`src/rtl/cdb_arbiter.sv`:
```
// Common-data-bus arbiter: per-source result FIFOs feed one registered {tag, data}
// broadcast per cycle, chosen by fixed priority or round robin, with synchronous flush.

module cdb_arbiter_checker #(
  parameter int NUM_SRC    = 8,
  parameter int DATA_W     = 32,
  parameter int TAG_W      = 4,
  parameter int FIFO_DEPTH = 2
) (
  input logic                                      clk,
  input logic                                      reset,
  input logic                                      flush,
  input logic [NUM_SRC-1:0]                        src_ready,
  input logic                                      cdb_valid,
  input logic [DATA_W-1:0]                         cdb_data,
  input logic [TAG_W-1:0]                          cdb_tag,
  input logic [$clog2(NUM_SRC)-1:0]                cdb_src,
  input logic [NUM_SRC*($clog2(FIFO_DEPTH)+1)-1:0] fifo_occupancy
);
  localparam int OCC_W = $clog2(FIFO_DEPTH) + 1;

  a_flush_kills_bus: assert property (@(posedge clk) disable iff (reset)
    flush |=> !cdb_valid);

  a_idle_bus_zero: assert property (@(posedge clk) disable iff (reset)
    !cdb_valid |-> (cdb_data == '0 && cdb_tag == '0 && cdb_src == '0));

  for (genvar g = 0; g < NUM_SRC; g++) begin : g_occ_chk
    a_occ_bound: assert property (@(posedge clk) disable iff (reset)
      fifo_occupancy[g*OCC_W +: OCC_W] <= OCC_W'(FIFO_DEPTH));
    a_ready_is_not_full: assert property (@(posedge clk) disable iff (reset)
      src_ready[g] == (fifo_occupancy[g*OCC_W +: OCC_W] != OCC_W'(FIFO_DEPTH)));
  end
endmodule

module cdb_arbiter #(
  parameter int NUM_SRC    = 8,
  parameter int DATA_W     = 32,
  parameter int TAG_W      = 4,
  parameter int FIFO_DEPTH = 2,
  parameter int RR_MODE    = 1
) (
  input  logic                                      clk,
  input  logic                                      reset,
  input  logic                                      flush,
  input  logic [NUM_SRC-1:0]                        src_valid,
  output logic [NUM_SRC-1:0]                        src_ready,
  input  logic [NUM_SRC*DATA_W-1:0]                 src_data,
  input  logic [NUM_SRC*TAG_W-1:0]                  src_tag,
  output logic                                      cdb_valid,
  output logic [DATA_W-1:0]                         cdb_data,
  output logic [TAG_W-1:0]                          cdb_tag,
  output logic [$clog2(NUM_SRC)-1:0]                cdb_src,
  output logic [NUM_SRC*($clog2(FIFO_DEPTH)+1)-1:0] fifo_occupancy
);
  localparam int IDX_W = $clog2(NUM_SRC);
  localparam int PTR_W = $clog2(FIFO_DEPTH);
  localparam int OCC_W = PTR_W + 1;
  localparam int ENT_W = TAG_W + DATA_W;

  logic [ENT_W-1:0]   r_mem    [NUM_SRC][FIFO_DEPTH];
  logic [PTR_W-1:0]   r_wr_ptr [NUM_SRC];
  logic [PTR_W-1:0]   r_rd_ptr [NUM_SRC];
  logic [OCC_W-1:0]   r_occ    [NUM_SRC];
  logic [IDX_W-1:0]   r_rr_ptr;

  logic               r_cdb_valid;
  logic [DATA_W-1:0]  r_cdb_data;
  logic [TAG_W-1:0]   r_cdb_tag;
  logic [IDX_W-1:0]   r_cdb_src;

  logic [NUM_SRC-1:0] w_full;
  logic [NUM_SRC-1:0] w_cand;
  logic [NUM_SRC-1:0] w_push;
  logic [NUM_SRC-1:0] w_pop;
  logic               w_grant_vld;
  logic [IDX_W-1:0]   w_grant_idx;
  logic [IDX_W:0]     w_rr_sum;
  logic [ENT_W-1:0]   w_head;

  // Full/non-empty status derived purely from occupancy
  always_comb begin
    w_full = '0;
    w_cand = '0;
    for (int i = 0; i < NUM_SRC; i++) begin
      w_full[i] = (r_occ[i] == OCC_W'(FIFO_DEPTH));
      w_cand[i] = (r_occ[i] != OCC_W'(0));
    end
  end

  // Grant selection; loops run in reverse so the last hit is the first in search order
  always_comb begin
    w_grant_vld = 1'b0;
    w_grant_idx = '0;
    w_rr_sum    = '0;
    if (RR_MODE != 0) begin
      for (int k = NUM_SRC; k >= 1; k--) begin
        w_rr_sum = {1'b0, r_rr_ptr} + (IDX_W+1)'(k);
        if (w_rr_sum >= (IDX_W+1)'(NUM_SRC)) begin
          w_rr_sum = w_rr_sum - (IDX_W+1)'(NUM_SRC);
        end else begin
          w_rr_sum = w_rr_sum;
        end
        if (w_cand[w_rr_sum[IDX_W-1:0]]) begin
          w_grant_vld = 1'b1;
          w_grant_idx = w_rr_sum[IDX_W-1:0];
        end else begin
          w_grant_idx = w_grant_idx;
        end
      end
    end else begin
      for (int i = NUM_SRC - 1; i >= 0; i--) begin
        if (w_cand[i]) begin
          w_grant_vld = 1'b1;
          w_grant_idx = IDX_W'(i);
        end else begin
          w_grant_idx = w_grant_idx;
        end
      end
    end
  end

  // Handshake qualification; flush overrides both push and pop
  always_comb begin
    w_push = '0;
    w_pop  = '0;
    for (int i = 0; i < NUM_SRC; i++) begin
      w_push[i] = src_valid[i] & ~w_full[i] & ~flush;
      w_pop[i]  = w_grant_vld & (w_grant_idx == IDX_W'(i)) & ~flush;
    end
  end

  assign w_head = r_mem[w_grant_idx][r_rd_ptr[w_grant_idx]];

  // FIFO pointers and occupancy
  always_ff @(posedge clk or posedge reset) begin
    if (reset) begin
      for (int i = 0; i < NUM_SRC; i++) begin
        r_wr_ptr[i] <= '0;
        r_rd_ptr[i] <= '0;
        r_occ[i]    <= '0;
      end
    end else if (flush) begin
      for (int i = 0; i < NUM_SRC; i++) begin
        r_wr_ptr[i] <= '0;
        r_rd_ptr[i] <= '0;
        r_occ[i]    <= '0;
      end
    end else begin
      for (int i = 0; i < NUM_SRC; i++) begin
        if (w_push[i]) begin
          r_wr_ptr[i] <= r_wr_ptr[i] + PTR_W'(1);
        end else begin
          r_wr_ptr[i] <= r_wr_ptr[i];
        end
        if (w_pop[i]) begin
          r_rd_ptr[i] <= r_rd_ptr[i] + PTR_W'(1);
        end else begin
          r_rd_ptr[i] <= r_rd_ptr[i];
        end
        case ({w_push[i], w_pop[i]})
          2'b10:   r_occ[i] <= r_occ[i] + OCC_W'(1);
          2'b01:   r_occ[i] <= r_occ[i] - OCC_W'(1);
          default: r_occ[i] <= r_occ[i];
        endcase
      end
    end
  end

  // FIFO storage
  always_ff @(posedge clk or posedge reset) begin
    if (reset) begin
      for (int i = 0; i < NUM_SRC; i++) begin
        for (int j = 0; j < FIFO_DEPTH; j++) begin
          r_mem[i][j] <= '0;
        end
      end
    end else begin
      for (int i = 0; i < NUM_SRC; i++) begin
        if (w_push[i]) begin
          r_mem[i][r_wr_ptr[i]] <= {src_tag[i*TAG_W +: TAG_W], src_data[i*DATA_W +: DATA_W]};
        end else begin
          r_mem[i][r_wr_ptr[i]] <= r_mem[i][r_wr_ptr[i]];
        end
      end
    end
  end

  // Round-robin pointer follows the last grant; a flush leaves it untouched
  always_ff @(posedge clk or posedge reset) begin
    if (reset) begin
      r_rr_ptr <= IDX_W'(NUM_SRC - 1);
    end else if (!flush && w_grant_vld) begin
      r_rr_ptr <= w_grant_idx;
    end else begin
      r_rr_ptr <= r_rr_ptr;
    end
  end

  // Registered broadcast; idle cycles drive zeros
  always_ff @(posedge clk or posedge reset) begin
    if (reset) begin
      r_cdb_valid <= 1'b0;
      r_cdb_data  <= '0;
      r_cdb_tag   <= '0;
      r_cdb_src   <= '0;
    end else if (!flush && w_grant_vld) begin
      r_cdb_valid <= 1'b1;
      r_cdb_data  <= w_head[DATA_W-1:0];
      r_cdb_tag   <= w_head[ENT_W-1:DATA_W];
      r_cdb_src   <= w_grant_idx;
    end else begin
      r_cdb_valid <= 1'b0;
      r_cdb_data  <= '0;
      r_cdb_tag   <= '0;
      r_cdb_src   <= '0;
    end
  end

  assign cdb_valid = r_cdb_valid;
  assign cdb_data  = r_cdb_data;
  assign cdb_tag   = r_cdb_tag;
  assign cdb_src   = r_cdb_src;
  assign src_ready = ~w_full;

  for (genvar g = 0; g < NUM_SRC; g++) begin : g_occ
    assign fifo_occupancy[g*OCC_W +: OCC_W] = r_occ[g];
  end

  cdb_arbiter_checker #(
    .NUM_SRC(NUM_SRC), .DATA_W(DATA_W), .TAG_W(TAG_W), .FIFO_DEPTH(FIFO_DEPTH)
  ) u_chk (
    .clk            (clk),
    .reset          (reset),
    .flush          (flush),
    .src_ready      (src_ready),
    .cdb_valid      (cdb_valid),
    .cdb_data       (cdb_data),
    .cdb_tag        (cdb_tag),
    .cdb_src        (cdb_src),
    .fifo_occupancy (fifo_occupancy)
  );
endmodule
```
`config.mk`:
```
export PLATFORM = sky130hd
export DESIGN_NAME = cdb_arbiter
export DESIGN_NICKNAME = d
export VERILOG_FILES = /design/src/rtl/cdb_arbiter.sv
export SDC_FILE = /design/constraint.sdc
export NUM_CORES = 1
export LEC_CHECK = 0
export CAP_MARGIN = 20
export CORE_UTILIZATION = 35
export DETAILED_ROUTE_END_ITERATION = 16
export PLACE_DENSITY = 0.59
export SYNTH_ARGS = -nofsm -noshare
export SYNTH_HDL_FRONTEND = slang
export SYNTH_HIERARCHICAL = 1
export SYNTH_SLANG_ARGS = --single-unit
```
`constraint.sdc`:
```
create_clock -name clk -period 23.9 [get_ports clk]
set_input_delay 5.975 -clock clk [delete_from_list [all_inputs] [get_ports clk]]
set_output_delay 5.975 -clock clk [all_outputs]
set_load 0.02 [all_outputs]
```
==> flow_results.org, run 1 <==
** Logic synthesis
- Synthesized instance count :: 2492
- Among all flip-flop cells after synthesis, the most frequent one is sky130_fd_sc_hd__dfrtp_1.
- Cell type with the largest total area after synthesis :: sky130_fd_sc_hd__dfrtp_1
- Yosys printed 6 warnings.
- Count of cell types in the netlist :: 59
- Sequential element share of the synthesized area :: 53.1%
- Counting flops with a built-in enable in the synthesized netlist gives 0.
- Summed instance area of the synthesized netlist :: 0.0307 sq mm
- Synth Net Count :: 2793
- Top cells by area, synth :: sky130_fd_sc_hd__dfrtp_1 53%, sky130_fd_sc_hd__mux2_2 21%, sky130_fd_sc_hd__mux2i_1 4.4%
- Async set-reset flop share out of synthesis :: between 90% and 100%
- Synth Register Bits :: 651
- The average instance in the mapped netlist occupies 12.3 sq um.
- Synth top area share :: 52.8%

** Hold path
- HP Start :: r_mem[91]
- Along the worst hold path, the cell count comes to 1.
- The worst hold path terminates at r_mem[91].
- Classification of the worst-slack hold path :: reg2reg

** Setup path
- Cells on worst reg2reg path :: 14
- In this run the register-to-register setup slack is 17.04 ns.
- The worst register-to-register path begins at r_rr_ptr[0].
- The worst setup path is of the in2async kind.
- CP startpoint kind :: input port
- Nature of the critical path endpoint :: async pin
- Signal arrival time at the worst endpoint :: around 9.9 ns
- Data required time of the critical path :: 24.66 ns
- Maximum fanout encountered on the critical timing path :: 182
- Endpoint of the worst-slack reg-to-reg timing path :: cdb_data[10]

** Clock tree
- Library cell used as clock root buffer :: sky130_fd_sc_hd__clkbuf_16
- No sink is reached through more buffers than the 3 on the longest clock path.
- Hold buffer count at CTS :: 0
- The H-tree was split into 3 levels.
- TritonCTS Sinks :: 651
- Source-to-sink clock delay at the later pin of the worst-skew pair :: 0.63 ns
- TritonCTS created 74 clock buffers.
- Gates resized during post-CTS repair numbered 0.
- Post-CTS setup-driven buffer insertion count :: 0
- Clock input transition at the sequential cells of the worst setup and hold paths :: ~0.06 ns
- TritonCTS clock tree :: built

** Placed design
- The congestion estimate from routability-driven global placement came to slightly below 0.9.
- Estimated wirelength of the detail-placed design :: ~66 mm
- Number of buffer cells added on primary ports :: roughly 360

** Floorplan
- The floorplan step set the die width to around 300 um.
- In this run the standard cell core region covers just under 0.09 sq mm.
- Site Rows :: between 100 and 150
- Initial core utilization :: 35.4%
- Top-level port count :: 363
- The die covers around 0.09 sq mm.
- Die extent in y :: 298 um

** Finish
- Area of all sequential standard cells :: 0.0163 sq mm
- The library cell used most frequently in the layout, excluding fill and tap cells, is sky130_fd_sc_hd__dfrtp_1.
- After the last flow step, the layout net total stands at 3088.
- The filler cells instantiated in the layout total 7944.
- The area growth from synthesis to layout is 23.4%.
- The library cells used most frequently in the layout, excluding fill and tap cells, are 648 x sky130_fd_sc_hd__dfrtp_1, 578 x sky130_fd_sc_hd__mux2_2, 361 x sky130_fd_sc_hd__clkdlybuf4s50_1.
- In the final layout, the share of cells above drive strength 1 is between 20% and 30%.
- The multi-input combinational cells in the finished layout cover a total of 0.0137 sq mm.

** STA
- Worst slew margin relative to its limit :: 24.2%
- Adding up every negative setup slack in the final design gives 0 ns.
- Derived from the worst setup path, the maximum achievable clock frequency is approximately 110 MHz.
- Final setup viols :: 0
- Number of max-slew violations in the final report :: 0
- Fin crit share :: 38.4%
- For the finished layout, the period the worst path requires is about 9.2 ns.
- The final count of hold timing violations is 0.
- Unrepaired setup endpoints after global routing :: false
- Largest clock skew in the final design :: 0.0323 ns
- At the pin with the least slew margin, the transition time is around 1.1 ns.

** Route
- Post-DR wirelength/cell :: 26.6 um
- Remaining antenna violation count :: 0
- The first detailed-routing pass ran for 5 iterations.
- In the routed design, unresolved DRC markers number 0.
- The routed layout has roughly 22000 vias.
- The routed design has ~110 mm of wire.
- The detailed router finished its first iteration with 1569 violations.
- In the routed layout, each cell is associated on average with a via count of approximately 5.6.

** Job
- Across the run, the number of max-cap violations was 0.

** Global route
- Aggregate global routing overflow :: 0
- Global routing consumed, over all layers together, 23.7% of the routing resources.
- The first global-routing pass estimated around 160 mm of wire.
- Pin count of the biggest net entering global routing :: 183
- Number of antenna violations at the first check in global routing :: 27
- Number of global-route vias before repair :: about 23000

** Outcome
- The flow ran to the end, and the final reports show no timing, DRC or antenna violations.
-- how the worst max path moves through the flow --
stage / cells past startpoint / to / start
3_3_place_gp: 6 / r_mem[151] / reset
3_5_place_dp: 6 / r_mem[187] / reset
6_report: 7 / r_mem[469] / reset
5_1_grt: 7 / r_mem[469] / reset
2_1_floorplan: 1 / cdb_data[0] / reset
4_1_cts: 6 / r_mem[469] / reset
-- registers in the layout, summed over array words and instances (netlist names) --
register,cells
r_rd_ptr,8
r_rr_ptr,3
r_wr_ptr,8
r_mem,576
cdb_src,3
fifo_occupancy,16
cdb_valid,1
cdb_tag,4
cdb_data,32
-- metrics by stage --
step	area, sq um	setup slack [ns]	hold WS [ns]	util, %	std cells
detailed placement	35400	13.56	0.488	40.8	3865
floorplan	30700	9.03	0.471	-	2492
global placement	35400	13.75	0.481	40.8	3865
CTS	37800	14.24	0.501	43.6	3998
global route	37900	14.18	0.512	43.7	4005
finish	37900	14.72	0.494	43.7	4005
-- cells in the mapped netlist, types with 3 or more instances --
| cell | n |
|---|---|
| sky130_fd_sc_hd__mux2_2 | 578 |
| sky130_fd_sc_hd__a311oi_2 | 21 |
| sky130_fd_sc_hd__nand2_1 | 321 |
| sky130_fd_sc_hd__a21oi_1 | 16 |
| sky130_fd_sc_hd__o21ai_0 | 46 |
| sky130_fd_sc_hd__nand2b_1 | 11 |
| sky130_fd_sc_hd__nand3_1 | 76 |
| sky130_fd_sc_hd__buf_2 | 29 |
| sky130_fd_sc_hd__xnor2_1 | 14 |
| sky130_fd_sc_hd__inv_1 | 12 |
| sky130_fd_sc_hd__or2_1 | 7 |
| sky130_fd_sc_hd__a31oi_1 | 4 |
| sky130_fd_sc_hd__dfrtp_1 | 648 |
| sky130_fd_sc_hd__buf_6 | 7 |
| sky130_fd_sc_hd__nor2_1 | 80 |
| sky130_fd_sc_hd__clkbuf_1 | 138 |
| sky130_fd_sc_hd__a2111oi_0 | 6 |
| sky130_fd_sc_hd__dfstp_2 | 3 |
| sky130_fd_sc_hd__and2_1 | 3 |
| sky130_fd_sc_hd__a211oi_2 | 22 |
| sky130_fd_sc_hd__inv_2 | 3 |
| sky130_fd_sc_hd__a21o_1 | 10 |
| sky130_fd_sc_hd__a32oi_1 | 36 |
| sky130_fd_sc_hd__nor3_1 | 34 |
| sky130_fd_sc_hd__a22oi_1 | 3 |
| sky130_fd_sc_hd__buf_1 | 8 |
| sky130_fd_sc_hd__mux4_2 | 12 |
| sky130_fd_sc_hd__nor3b_1 | 34 |
| sky130_fd_sc_hd__a21boi_0 | 4 |
| sky130_fd_sc_hd__mux2i_1 | 134 |
| sky130_fd_sc_hd__a211oi_1 | 62 |
| sky130_fd_sc_hd__a311oi_1 | 53 |
| sky130_fd_sc_hd__xor2_1 | 24 |
-- cell type report --
type                    instances  share of cell area [%]
flip-flops and latches        651                    43.0
clock buffers                 113                    5.76
repair buffers                403                    10.5
diodes                          6                  0.0396
well taps                    1155                    3.82
clock inverters                20                   0.591
multi-input cells            1642                    36.1
inverters                      15                   0.159
-- cells by family (layout without fill, tap and decap cells) --
| kind of cell | count (synthesis) | count (layout) | share of synthesized area [%] |
|---|---|---|---|
| AO/OA/AOI/OAI | 299 | 299 | 8.21 |
| XOR/XNOR | 38 | 38 | 1.08 |
| adder cells (fa/ha/maj) | 2 | 2 | 0.0815 |
| buffers and inverters | 199 | 551 | 2.75 |
| flip-flops | 651 | 651 | 53.1 |
| multiplexers | 725 | 725 | 26.5 |
| other | 0 | 6 | 0 |
| AND/OR/NAND/NOR | 578 | 578 | 8.28 |
-- layer usage --
metal | global-route usage (%) | routed length, um | up-vias
met2 | 37.7 | 50200 | 796
li1 | - | - | 9607
met5 | 0 | 272 | -
met3 | 5.52 | 7670 | 191
met4 | 8.60 | 3030 | 42
met1 | 31.5 | 45200 | 11600
-- critical path, cell delays in order --
cell and delay, ns:
sky130_fd_sc_hd__clkdlybuf4s50_1 0.44, sky130_fd_sc_hd__clkinvlp_4 0.07, sky130_fd_sc_hd__buf_4 0.70, sky130_fd_sc_hd__buf_4 0.89, sky130_fd_sc_hd__buf_12 0.69, sky130_fd_sc_hd__buf_4 0.44, sky130_fd_sc_hd__buf_16 0.32
Power of run 1 is not shown: default switching activity piles up to over one toggle a cycle in this logic, so the estimate is an artifact.
==> inputs of run 2 (changes only) <==
==> constraint.sdc (replaced) <==
create_clock -name clk -period 8.01 [get_ports clk]
set_input_delay 2.0025 -clock clk [delete_from_list [all_inputs] [get_ports clk]]
set_output_delay 2.0025 -clock clk [all_outputs]
set_load 0.02 [all_outputs]
==> run 2 against run 1 <==
Cell area up 0.61%. Critical path depth is 6 higher. Sequential share of layout area is 0.26 points lower. Final cell count increased by 0.27%. Global-route usage rose by 0.81 points. Worst setup slack lost 13 ns. Count of clock-buffer cells in the layout is 1 higher. Register-to-register slack worse by 16 ns. Routed wire length increased by 3.5%. Core utilization grew 0.27 points. Die area unchanged. Flip-flop and latch count unchanged.
==> flow_results.org, run 2 (synthesis results as in run 1) <==
** Setup path
- R2R setup slack :: 1.43 ns
- The worst setup path is launched from a flip-flop.
- Worst setup path class :: reg2reg
- The number of buffers and inverters on the critical path is 3.
- Signal arrival time at the worst endpoint :: 7.04 ns
- For the worst flop-to-flop path, the logic depth is 13.
- On the worst path, the slowest cell contributes a delay of 1.03 ns.
- Grouping stages by cell kind, the critical path spends the most delay in compound AO/OA/AOI/OAI gates.
- Cell at the slowest stage of the critical path :: sky130_fd_sc_hd__dfstp_2
- Cell-by-cell listing of the critical path :: inv_2 -> ha_1 -> inv_2 -> mux4_2 -> a211oi_2 -> o221ai_2 -> a311oi_4 -> or2_4 -> a2111oi_0 -> or4_4 -> buf_4 -> a311oi_2 -> a211oi_2
- Data required time of the critical path :: 8.46 ns
- Endpoint of the worst-slack reg-to-reg timing path :: cdb_data[30]
- Nature of the critical path endpoint :: flip-flop
- Maximum fanout encountered on the critical timing path :: 48
- The worst register-to-register path begins at r_rr_ptr[0].

** STA
- Sum Neg Setup Slack :: 0 ns
- On the final layout, the worst clock skew is 0.0298 ns.
- Fin crit share :: 82.2%
- Tightest Pin Transition :: around 1.2 ns
- Number of max-slew violations in the final report :: 0
- Final-report hold violation count :: 0
- Final worst-path setup slack :: about 1.4 ns
- Final setup viols :: 0
- Achievable Freq :: 152 MHz
- Minimum hold slack :: 0.499 ns
- Worst slew margin relative to its limit :: 20.6%
- Unrepaired setup endpoints after global routing :: false
- Period minus WS final :: 6.58 ns

** Clock tree
- Clock input transition at the sequential cells of the worst setup and hold paths :: about 0.070 ns
- Library cell used as clock root buffer :: sky130_fd_sc_hd__clkbuf_16
- TritonCTS Sinks :: about 650
- Maximum root-to-sink buffer count :: 3
- Number of buffers inserted during clock tree synthesis :: 75
- Buffers added to address setup during post-CTS repair amount to 0.
- For this design, the CTS-stage hold fixing added 0 buffers.
- Source-to-sink clock delay at the later pin of the worst-skew pair :: around 0.64 ns
- Number of H-tree levels :: 3
- TritonCTS built the clock tree.
- Number of instances resized during post-cts repair :: 0

** Floorplan
- Top-level port count :: 363
- In this run the core area contains 108 standard-cell rows.
- The die covers just under 0.09 sq mm.
- Die extent in y :: approximately 300 um
- The die is 298 um wide.
- Core ar. :: 0.0868 sq mm
- Initial core utilization :: 35.4%

** Hold path
- Number of cells on the worst hold path :: 1
- In this run the worst hold path is classified as reg2reg.
- The worst hold path begins at r_mem[75].
- The worst hold path terminates at r_mem[75].

** Route
- Detailed-route wire length :: 110 mm
- Post-DR wirelength/cell :: roughly 27 um
- For this run, the detailed router's first-pass iteration total came to 5.
- After detailed routing, the number of vias per cell comes to 5.59.
- DRC violation count after routing :: 0
- Remaining antenna violation count :: 0
- After the first detailed-routing iteration, the DRC count stood at 1635.
- The detailed router placed 22500 vias in this run.

** Job
- Max-cap violations in this run came to 0.

** Finish
- Flip-flop count of the largest register, all copies and words added :: roughly 580
- Number of nets in the final layout :: roughly 3100
- Most common library cell in the layout ignoring fill and taps :: sky130_fd_sc_hd__dfrtp_1
- Top reg by flops :: r_mem
- After filler insertion, the fill cell instance count of the layout stands at 7950.
- Relative to the synthesized area, the layout overhead comes to 24.2%.
- Utilization after layout :: 43.9%
- In the layout the commonest cells are 648 x sky130_fd_sc_hd__dfrtp_1, 578 x sky130_fd_sc_hd__mux2_2, 361 x sky130_fd_sc_hd__clkdlybuf4s50_1.
- The post-route netlist has between 20% and 30% of its cells at a drive strength greater than 1.

** Placed design
- The congestion estimate from routability-driven global placement came to 0.876.
- Prior to clock tree synthesis, the placed netlist has a worst setup slack of 1.49 ns.
- Estimated wirelength of the detail-placed design :: 69.0 mm
- The count of buffers added on input and output ports is between 300 and 400.

** Outcome
- Status :: completed

** Global route
- Global-route wire length before repair :: 161 mm
- Pin count of the biggest net entering global routing :: 183
- Number of global-route vias before repair :: 23300
- Aggregate global routing overflow :: 0
- Overall global routing resource usage :: between 20% and 30%
- The number of antenna violations at the first check in global routing came to 16.
run 2: cell types whose count changed in the layout (fill, tap and decap cells not counted), moves of 2 or more:
cell                         delta
sky130_fd_sc_hd__buf_12         +4
sky130_fd_sc_hd__diode_2        +2
sky130_fd_sc_hd__clkbuf_16      +2
sky130_fd_sc_hd__buf_4          +2
sky130_fd_sc_hd__clkinvlp_4     -3
sky130_fd_sc_hd__clkinv_4       +2
sky130_fd_sc_hd__clkinv_8       +2
sky130_fd_sc_hd__inv_6          -2
sky130_fd_sc_hd__bufinv_16      +3
run 2: worst max path at each step:
stage / to / startpoint / cells past startpoint / slack [ns]
2_1_floorplan: cdb_data[0] / reset / 1 / -2.89
3_3_place_gp: cdb_data[31] / r_rr_ptr[0] / 13 / 1.49
3_5_place_dp: cdb_data[20] / r_rr_ptr[0] / 13 / 1.49
4_1_cts: cdb_data[26] / r_rr_ptr[0] / 13 / 1.44
5_1_grt: cdb_data[26] / r_rr_ptr[0] / 13 / 1.06
6_report: cdb_data[30] / r_rr_ptr[0] / 13 / 1.43
run 2: cell type report:
cell class	instances	area [sq um]	area share, %
repair buffers	409	4070	10.7
multi-input cells	1642	13700	35.9
well taps	1155	1450	3.79
flip-flops and latches	651	16300	42.8
diodes	8	20.0	0.0525
inverters	15	60.1	0.158
clock buffers	114	2230	5.84
clock inverters	22	309	0.811
run 2: per-layer routing:
metal	track usage, %	wire [um]
met5	0	55
met4	9.41	3620
met3	4.27	6420
met2	39.0	51800
met1	33.3	48200
run 2: per-stage QoR:
| stage | area [sq um] | cells |
|---|---|---|
| 2_1_floorplan | 30700 | 2492 |
| 3_3_place_gp | 35500 | 3871 |
| 3_5_place_dp | 35500 | 3871 |
| 4_1_cts | 38100 | 4007 |
| 5_1_grt | 38100 | 4016 |
| 6_report | 38100 | 4016 |
Power of run 2 is left out for the same reason.
==> inputs of run 3 (changes only) <==
--- a/config.mk
+++ b/config.mk
@@ -8,7 +8,7 @@
 export CAP_MARGIN = 20
 export CORE_UTILIZATION = 35
 export DETAILED_ROUTE_END_ITERATION = 16
-export PLACE_DENSITY = 0.59
+export PLACE_DENSITY = 0.57
 export SYNTH_ARGS = -nofsm -noshare
 export SYNTH_HDL_FRONTEND = slang
 export SYNTH_HIERARCHICAL = 1
==> constraint.sdc (replaced) <==
create_clock -name clk -period 6.5 [get_ports clk]
set_input_delay 1.625 -clock clk [delete_from_list [all_inputs] [get_ports clk]]
set_output_delay 1.625 -clock clk [all_outputs]
set_load 0.02 [all_outputs]
==> run 3 against run 2 <==
Register-to-register slack got worse by 0.43 ns. Via count fell by 0.26%. Die area did not move. Flip-flop and latch count did not move. First-iteration DRC count rose by 8.4%. Critical path depth rose by 1. Hold slack got worse by 0.0017 ns. Worst setup slack got worse by 0.43 ns. Sequential share of layout area fell by 0.065 points. Core utilization rose by 0.066 points. Cell area rose by 0.15%. Critical path type unchanged.
==> flow_results.org, run 3 (synthesis results as in run 1) <==
** Route
- Remaining antenna violation count :: 0
- Vias per inst :: 5.57
- DRC violation count after routing :: 0
- Before antenna repair, the detailed router went through 5 iterations.
- Detailed Route Iter0 Violations :: around 1800
- Overall via count from detail_route :: 22400
- Post-DR wirelength/cell :: 27.3 um
- Wires add up to 110 mm.

** Floorplan
- Top-level port count :: 363
- Site Rows :: 108
- The floorplan step defined a die boundary enclosing 0.0889 sq mm.
- The floorplan step defined a core boundary enclosing approximately 0.087 sq mm.
- The die is 298 um wide.
- Initial core utilization :: 35.4%
- The die is 298 um tall.

** Clock tree
- CTS built an H-tree with a depth of 3.
- Source-to-sink clock delay at the later pin of the worst-skew pair :: 0.62 ns
- Number of instances resized during post-cts repair :: 0
- TritonCTS clock tree :: built
- The tree is rooted in a sky130_fd_sc_hd__clkbuf_16.
- In this run, post-CTS hold repair placed 0 buffers.
- Maximum root-to-sink buffer count :: 3
- Counting the buffers created by CTS gives 74.
- Clock input transition at the sequential cells of the worst setup and hold paths :: 0.06 ns
- TritonCTS Sinks :: 651
- In this run the post-CTS setup repair buffer count came out at 0.

** Global route
- In the global route stage, met3 resource usage came out at 5.47%.
- Global-route wire length before repair :: 160 mm
- Overall global routing resource usage :: 24.5%
- Met1 Use GR :: 33.6%
- Aggregate global routing overflow :: 0
- Entering global routing, the biggest net connects 185 pins.
- Number of global-route vias before repair :: 23100
- After global routing, the most crowded layer is met2.
- In the global route stage, met2 resource usage came out at 37.8%.
- Number of antenna violations at the first check in global routing :: 25

** STA
- On the final layout, the worst clock skew is about 0.027 ns.
- Worst slew margin relative to its limit :: about a quarter
- Achievable Freq :: 182 MHz
- Final setup viols :: 0
- Period minus WS final :: around 5.5 ns
- The number of pins exceeding their max-slew limit in the final report came to 0.
- Unrepaired setup endpoints after global routing :: false
- Final-report hold violation count :: 0
- On the final layout, the worst hold slack is ~0.50 ns.
- Tightest Pin Transition :: 1.10 ns
- Fin crit share :: a little over four fifths

** Finish
- Compared with the post-synthesis result, the final layout area differs by 24.4%.
- Fraction of layout instances using a drive strength above 1 :: ~30%
- Flip-flop count of the largest register, all copies and words added :: between 500 and 600
- Top reg by flops :: r_mem
- The top cell types in the final layout, fill and taps aside, are 648 x sky130_fd_sc_hd__dfrtp_1, 578 x sky130_fd_sc_hd__mux2_2, 361 x sky130_fd_sc_hd__clkdlybuf4s50_1.
- The library cell used most frequently in the layout, excluding fill and tap cells, is sky130_fd_sc_hd__dfrtp_1.
- Number of nets in the final layout :: 3099

** Setup path
- The setup path with the least slack is of type reg2reg.
- Data required time of the critical path :: 7.00 ns
- Data arrives at the worst endpoint at 6.01 ns.
- Nature of the critical path endpoint :: flip-flop
- The worst setup path is launched from a flip-flop.
- Maximum fanout encountered on the critical timing path :: 35

** Hold path
- Classification of the worst-slack hold path :: reg2reg

** Placed design
- Once detailed placement completed, the half-perimeter wirelength came to 72.6 mm.
- Placer Congestion :: 0.884
- Buffers placed on the I/O ports in this run total 362.

** Outcome
- Status :: completed

** Job
- Max-capacitance violation count :: 0
[run 3: changes by cell type in the layout (fill, tap and decap cells not counted), moves of 2 or more]
cell                       change
sky130_fd_sc_hd__buf_12        +5
sky130_fd_sc_hd__clkbuf_1      -4
sky130_fd_sc_hd__clkbuf_8      +5
sky130_fd_sc_hd__clkinv_2      -2
sky130_fd_sc_hd__clkinv_8      -3
sky130_fd_sc_hd__diode_2       +5
[run 3: path summary, 6_finish.rpt]
| check | from | endpoint | slack [ns] | cells after the start |
|---|---|---|---|---|
| max in group asynchronous | reset | r_mem[371] | 3.62 | 3 |
| min in group asynchronous | reset | r_mem[534] | 1.46 | 2 |
| setup / recovery | r_rr_ptr[1] | cdb_data[25] | 0.99 | 14 |
| setup reg to reg | r_rr_ptr[1] | cdb_data[25] | 0.99 | 14 |
| hold / removal | r_mem[85] | r_mem[85] | 0.50 | 1 |
| hold reg to reg | r_mem[85] | r_mem[85] | 0.50 | 1 |
[run 3: cell type report]
cell class / instances / area, sq um
Tap cell: 1155 / 1450
Antenna cell: 13 / 32.5
Multi-Input combinational cell: 1642 / 13700
Inverter: 15 / 60.1
Timing Repair Buffer: 414 / 4150
Sequential cell: 651 / 16300
Clock inverter: 17 / 250
Clock buffer: 114 / 2260
Fill cell: 8004 / 48600
[run 3: critical path, stage by stage, from the launching register on]
cell and delay, ns:
sky130_fd_sc_hd__dfstp_2 0.75, sky130_fd_sc_hd__inv_2 0.14, sky130_fd_sc_hd__ha_1 0.57, sky130_fd_sc_hd__inv_2 0.16, sky130_fd_sc_hd__mux4_2 0.38, sky130_fd_sc_hd__a211oi_2 0.25
sky130_fd_sc_hd__o221ai_2 0.16, sky130_fd_sc_hd__a311oi_4 0.34, sky130_fd_sc_hd__buf_4 0.31, sky130_fd_sc_hd__o21bai_1 0.23, sky130_fd_sc_hd__a2111oi_0 0.66, sky130_fd_sc_hd__or4_4 0.67
sky130_fd_sc_hd__buf_12 0.35, sky130_fd_sc_hd__a311oi_2 0.09, sky130_fd_sc_hd__a211oi_2 0.24
[run 3: stage by stage]
step / setup TNS, ns / setup WS [ns] / std cells / area [sq um] / util (%)
final: 0 / 0.995 / 4021 / 38200 / 44.0
after global routing: 0 / 0.731 / 4019 / 38200 / 44.0
after CTS: 0 / 1.05 / 4007 / 38100 / 43.9
after detailed placement: 0 / 1.05 / 3876 / 35600 / 41.0
after global placement: 0 / 1.15 / 3876 / 35600 / 41.0
after floorplan: -2608.92 / -4.02 / 2492 / 30700 / -
[run 3: layer usage]
layer / vias up / wire, um
met5: - / 80
met4: 14 / 3220
met3: 181 / 7760
met2: 817 / 50700
met1: 11700 / 48200
li1: 9653 / -
Power of run 3 is left out for the same reason.
